**config.mk**
```make
export PLATFORM = sky130hd
export DESIGN_NAME = pow2_accum
export DESIGN_NICKNAME = d
export VERILOG_FILES = /design/src/rtl/pow2_accum.sv
export SDC_FILE = /design/constraint.sdc
export NUM_CORES = 1
export LEC_CHECK = 0
export BUFFER_PORTS_ARGS = -buffer_cell sky130_fd_sc_hd__buf_4
export CAP_MARGIN = 0
export CORE_ASPECT_RATIO = 1.4
export CORE_MARGIN = 3
export CORE_UTILIZATION = 41
export DETAILED_ROUTE_END_ITERATION = 7
export SLEW_MARGIN = 20
export SYNTH_ARGS = -nofsm -noshare
export SYNTH_HDL_FRONTEND = slang
export SYNTH_SLANG_ARGS = --single-unit
```
**constraint.sdc**
```tcl
create_clock -name clk_i -period 3.6 [get_ports clk_i]
set_clock_uncertainty 0.15 [all_clocks]
set_input_delay 0.72 -clock clk_i [delete_from_list [all_inputs] [get_ports clk_i]]
set_output_delay 0.72 -clock clk_i [all_outputs]
set_load 0.01 [all_outputs]
```
**src/rtl/pow2_accum.sv**
```systemverilog
// Purpose : sums count_p consecutive input words into one batch result, flagging carry-out.
// Latency : v_o rises the cycle after the count_p-th accept; one bubble cycle between batches.
// Backpr. : ready_o drops while a finished sum waits for yumi_i; upstream must hold data_i.
//
// Optional feature macro: POW2_ACCUM_SATURATE_EN
//   defined   -> on carry-out the sum clamps to all-ones for the rest of the batch
//   undefined -> the sum wraps modulo 2^width_p
//   overflow_o is set on carry-out in both builds and stays set until the batch is taken.
//
// Ports:
//   clk_i       single clock, all state updates on the rising edge
//   reset_i     asynchronous, active-high reset
//   data_i      operand word (width_p bits)
//   v_i         data_i valid
//   ready_o     block can accept data_i this cycle (low while reset_i is high)
//   sum_o       running partial sum in eACCUM, final batch sum in eDONE
//   overflow_o  batch sum exceeded 2^width_p-1 (sticky for the batch)
//   v_o         sum_o / overflow_o valid (eDONE)
//   yumi_i      consumer takes sum_o this cycle; ignored outside eDONE
//
// Parameters:
//   width_p     data and sum width in bits
//   count_p     words per batch, legal range 1..255 (held in an 8-bit counter)

module pow2_accum #(
    parameter int width_p = 32,
    parameter int count_p = 4
) (
    input  logic               clk_i,
    input  logic               reset_i,
    input  logic [width_p-1:0] data_i,
    input  logic               v_i,
    output logic               ready_o,
    output logic [width_p-1:0] sum_o,
    output logic               overflow_o,
    output logic               v_o,
    input  logic               yumi_i
);

    typedef enum logic {
        eACCUM = 1'b0,
        eDONE  = 1'b1
    } state_e;

    localparam logic [7:0] count_lp = 8'(count_p);

    state_e             state_q, state_d;
    logic [width_p-1:0] sum_q,   sum_d;
    logic [7:0]         cnt_q,   cnt_d;
    logic               ovf_q,   ovf_d;

    logic               accept;
    logic [width_p:0]   sum_ext;
    logic               carry;
    logic [width_p-1:0] sum_acc;
    logic [7:0]         cnt_inc;

    // ready_o is forced low during reset so nothing is handshaken while state is being cleared.
    assign ready_o    = (state_q == eACCUM) && !reset_i;
    assign v_o        = (state_q == eDONE);
    assign sum_o      = sum_q;
    assign overflow_o = ovf_q;

    assign accept  = v_i && ready_o;
    assign cnt_inc = cnt_q + 8'd1;

    // One extra bit catches the carry-out of the width_p-bit add.
    assign sum_ext = {1'b0, sum_q} + {1'b0, data_i};
    assign carry   = sum_ext[width_p];

`ifdef POW2_ACCUM_SATURATE_EN
    // Once the batch has overflowed the sum is pinned at all-ones, even if a
    // later add of zero would not itself carry.
    assign sum_acc = (carry || ovf_q) ? {width_p{1'b1}} : sum_ext[width_p-1:0];
`else
    assign sum_acc = sum_ext[width_p-1:0];
`endif

    always_comb begin
        state_d = state_q;
        sum_d   = sum_q;
        cnt_d   = cnt_q;
        ovf_d   = ovf_q;

        case (state_q)
            eACCUM: begin
                if (accept) begin
                    sum_d = sum_acc;
                    cnt_d = cnt_inc;
                    ovf_d = ovf_q || carry;
                    // The accept that completes the batch registers the final
                    // sum and enters eDONE on the same edge.
                    if (cnt_inc == count_lp) begin
                        state_d = eDONE;
                    end
                end
            end
            eDONE: begin
                // Result is held until the consumer takes it.
                if (yumi_i) begin
                    state_d = eACCUM;
                    sum_d   = '0;
                    cnt_d   = '0;
                    ovf_d   = 1'b0;
                end
            end
            default: begin
                state_d = eACCUM;
                sum_d   = '0;
                cnt_d   = '0;
                ovf_d   = 1'b0;
            end
        endcase
    end

    always_ff @(posedge clk_i or posedge reset_i) begin
        if (reset_i) begin
            state_q <= eACCUM;
            sum_q   <= '0;
            cnt_q   <= '0;
            ovf_q   <= 1'b0;
        end else begin
            state_q <= state_d;
            sum_q   <= sum_d;
            cnt_q   <= cnt_d;
            ovf_q   <= ovf_d;
        end
    end

endmodule

```
# Yosys cells after proc, flatten, opt, wreduce, memory -nomap -nowiden
# Cells that the tools add are included.
# W data, S select, Z words.
# totals
reg_bits,42
in_bits,36
out_inout_bits,35
wordCells,28
# classes
addsub,2
eq_ne,3
mux,13
bitwise_logic,1
n_reduce_logical,5
# ops
operator,n
$mux W32,2
$pmux W32 S2,1
$add A32 B32 Y33,1
$mux W8,2
$pmux W8 S2,1
$add A8 B1 Y8 const B,1
$eq A8 B3 Y1 const B,1
$mux W1,5
$ne A2 B2 Y1 const B,2
$pmux W1 S2,2
$logic_and A1 B1 Y1,2
$reduce_and A2 Y1,1
$logic_not A1 Y1,1
$logic_or A1 B1 Y1,1
$not A1 Y1,1

# Longest topological paths before layout
# depth
ltp_word,5
mapped_depth,10
mapped_depth_nobuf,10

# Least setup slack after synthesis
# No wires, ideal clock.
# synth_path
path_kind,input-to-reg
from,input data_i[0]
to,register sum_q[26] (netlist: sum_o[26])
setup_ps,129
arrival_time_ps,2708
required_time_ps,3321
slack_ps,613
stages,10
n_path_buf,0
path_cell_list,ha_1 -> inv_1 -> fa_1 -> nor2b_1 -> o2111ai_1 -> a2111oi_4 -> nor4b_2 -> o41ai_2 -> xnor2_1 -> o21ai_1
# synth_between
elab_chain_len,3
# synth_lines
item,line,text
"start, declared",31,"input logic [width_p-1:0] data_i,"
$add A32 B32 Y33,68,"assign sum_ext = {1'b0, sum_q} + {1'b0, data_i};"
$mux W32,87,if (accept) begin
$pmux W32 S2,85,case (state_q)
"end signal, assigned",124,sum_q <= sum_d;
"end, declared",48,"logic [width_p-1:0] sum_q, sum_d;"
# Every way passes these cells. The select of a mux whose other input is x is not followed.
# A chain may end at the register's enable or synchronous reset.

# Worst setup path after layout
# layout_path
from,input data_i[24]
to,register sum_q[31] (netlist: sum_o[31])
# The elaborated chain is that of the path after synthesis.

==> metrics.txt <==
synthesized cell area=0.00358 mm²; critical path, cell by cell=buf_4 > ha_1 > a21o_1 > a21o_1 > a2111oi_0 > nor3_1 > a31o_2 > a221oi_1 > nand3_1; Area contributors post-synth=dfrtp_1, ha_1, o21ai_0, nand2_1, a21oi_1; TritonCTS Buffers=5; Post-Route Setup TNS=0 ns; antenna cells=0; Max Freq=334 MHz; Pins Over Slew Limit=0; Longest Clk Path Bufs=2; most used cell, CP=a21o_1; top-count cell post-synth=nand2_1; Leakage=2.01 nW; Synth area leader=dfrtp_1; critical path buffer and inverter count=1; # nets final=578; dpl hpwl=7620 µm; clk slew on worst S/H paths=0.07 ns; worst-margin pin slew=0.846 ns; maximum vdd drop=0.000422 V; IO Pins=71; DP Worst Slack=0.280 ns; synth cell count leaders=nand2_1, o21ai_0, dfrtp_1; Chip Height=117 µm; number of DRC markers in iteration 0=196; Post-Syn Area per Cell=8.01 µm²; first-pass GRT wire length=16,600 µm; Final period util=83.2%; DR vias=3,530; largest net degree at the start of global routing=40; Cell variety after synth=55; hold buffers post-CTS=0; Setup WS post-layout=0.606 ns; Final Util=52.2%; status=finished clean; crit end category=register; Horiz. Die Dim=85 µm; critical path startpoint category=primary input; # resized after CTS=0; sequential area share after synthesis=29.3%; vias in the first global route=3,417; RePlAce Congestion=0.891; clk_lat worst skew=0.29 ns; asr flop ratio synth=100%; Clock Tree Root=clkbuf_16; Post-synth EDFFs=0; Top FF cell, synth=dfrtp_1; mean number of vias per cell=5.79; Final setup viols=0; RSZ-0062 raised after global routing=false; post-layout minimum cycle time=2.99 ns; Mapped Nets=518; Worst path max stage delay=0.51 ns; Final Hold Violating Endpoints=0; synthesized flop and latch total=42; Routed Antenna Nets=0; CTS tree=done; Top Family by Delay on Critical Path=compound AO/OA/AOI/OAI gates; router iterations before antenna repair=4; GRT Overall Usage=20.6%; Worst R2R Setup Slack=0.69 ns; PortBufs=70; CP max stage cell=a2111oi_0; postcts setup bufs=0; Max-cap violations=0; effective utilization at floorplan=42.9%; Wirelength per Cell=16.3 µm; synth-to-layout area growth=21.5%; yosys warns=0; share of cells above drive strength 1=17.9%; core region area=0.00834 mm²; total die area=0.00991 mm²; relative slew slack=43.5%; worst-path fanout max=7; Post-Syn Instances=447; Crit Path Category=in -> reg; Required @ worst endpoint=3.62 ns; # H-tree levels=2; clock sinks=42; Synth top area share=29.3%; DRC viols=0; worst min path class=reg -> reg; detailed-route wire length=9940 µm; Remaining Overflow, GRT=0; Worst Path Arrival=3.01 ns; initial antenna violation count=0; number of core rows=39; Power per Cell Area=849 mW/mm²
## layout by cell type (no fill, tap or decap), drive strengths merged, types with 14 or more instances in the layout
cell and n:
xnor2 14, nand2 57, o21ai 55, ha 34, buf 75, a21oi 39, nand3 36, inv 15
dfrtp 42, nor2 16
## power breakdown
group / switching (W) / leakage, nW / internal (W) / total, W
logic: 0.00131 / 1.41 / 0.00103 / 0.00234
registers: 0.000200 / 0.524 / 0.000676 / 0.000876
clock network: 0.000216 / 0.0704 / 0.000261 / 0.000478
total: 0.00173 / 2.01 / 0.00197 / 0.00370
## worst min-delay path, cell delays in order (launching register included)
cell,delay [ns]
dfrtp_1,0.37
nand2_1,0.05
o21ai_0,0.06
## area by class of cell
class | count | area (µm²)
Multi-Input combinational cell | 369 | 2400
Sequential cell | 42 | 1050
Inverter | 14 | 52.6
Fill cell | 817 | 3990
Tap cell | 102 | 128
Clock buffer | 5 | 125
Clock inverter | 3 | 25.0
Timing Repair Buffer | 75 | 576
## metal layers
metal	share of wire (%)	up-vias	track usage, %
met1	43	1654	24.9
li1	-	1776	-
met5	0	-	0
met2	50	85	37.0
met3	3.9	15	2.54
met4	2.8	0	8.03
## cell families after synthesis
| group | Yosys count | share of synthesized area (%) |
|---|---|---|
| buf+inv | 36 | 3.77 |
| compound gates | 149 | 26.1 |
| mux | 3 | 0.873 |
| fa+ha+maj | 35 | 12.4 |
| simple gates | 157 | 21.3 |
| flops | 42 | 29.3 |
| xor+xnor | 25 | 6.11 |
## registers in the layout (all words and copies together), names as in the netlist
signal	cells
sum_o	32
cnt_q	8
overflow_o	1
v_o	1
## worst paths after layout
path,from,cells after the start,end
max,data_i[24],9,sum_o[31]
min,sum_o[20],2,sum_o[20]
max reg2reg,sum_o[24],8,sum_o[31]
min reg2reg,sum_o[20],2,sum_o[20]
max in group asynchronous,reset_i,3,sum_o[12]
min in group asynchronous,reset_i,2,v_o
## metrics by stage
stage | std cells | total power, W | cell area [µm²] | hold WS (ns)
4_1_cts | 610 | 0.00372 | 4350 | 0.375
3_5_place_dp | 602 | 0.00322 | 4200 | 0.356
6_report | 610 | 0.00370 | 4350 | 0.368
3_3_place_gp | 602 | 0.00320 | 4200 | 0.348
2_1_floorplan | 447 | 0.00248 | 3580 | 0.363
5_1_grt | 610 | 0.00406 | 4350 | 0.397
No activity file was read; power rests on OpenSTA's default activity.
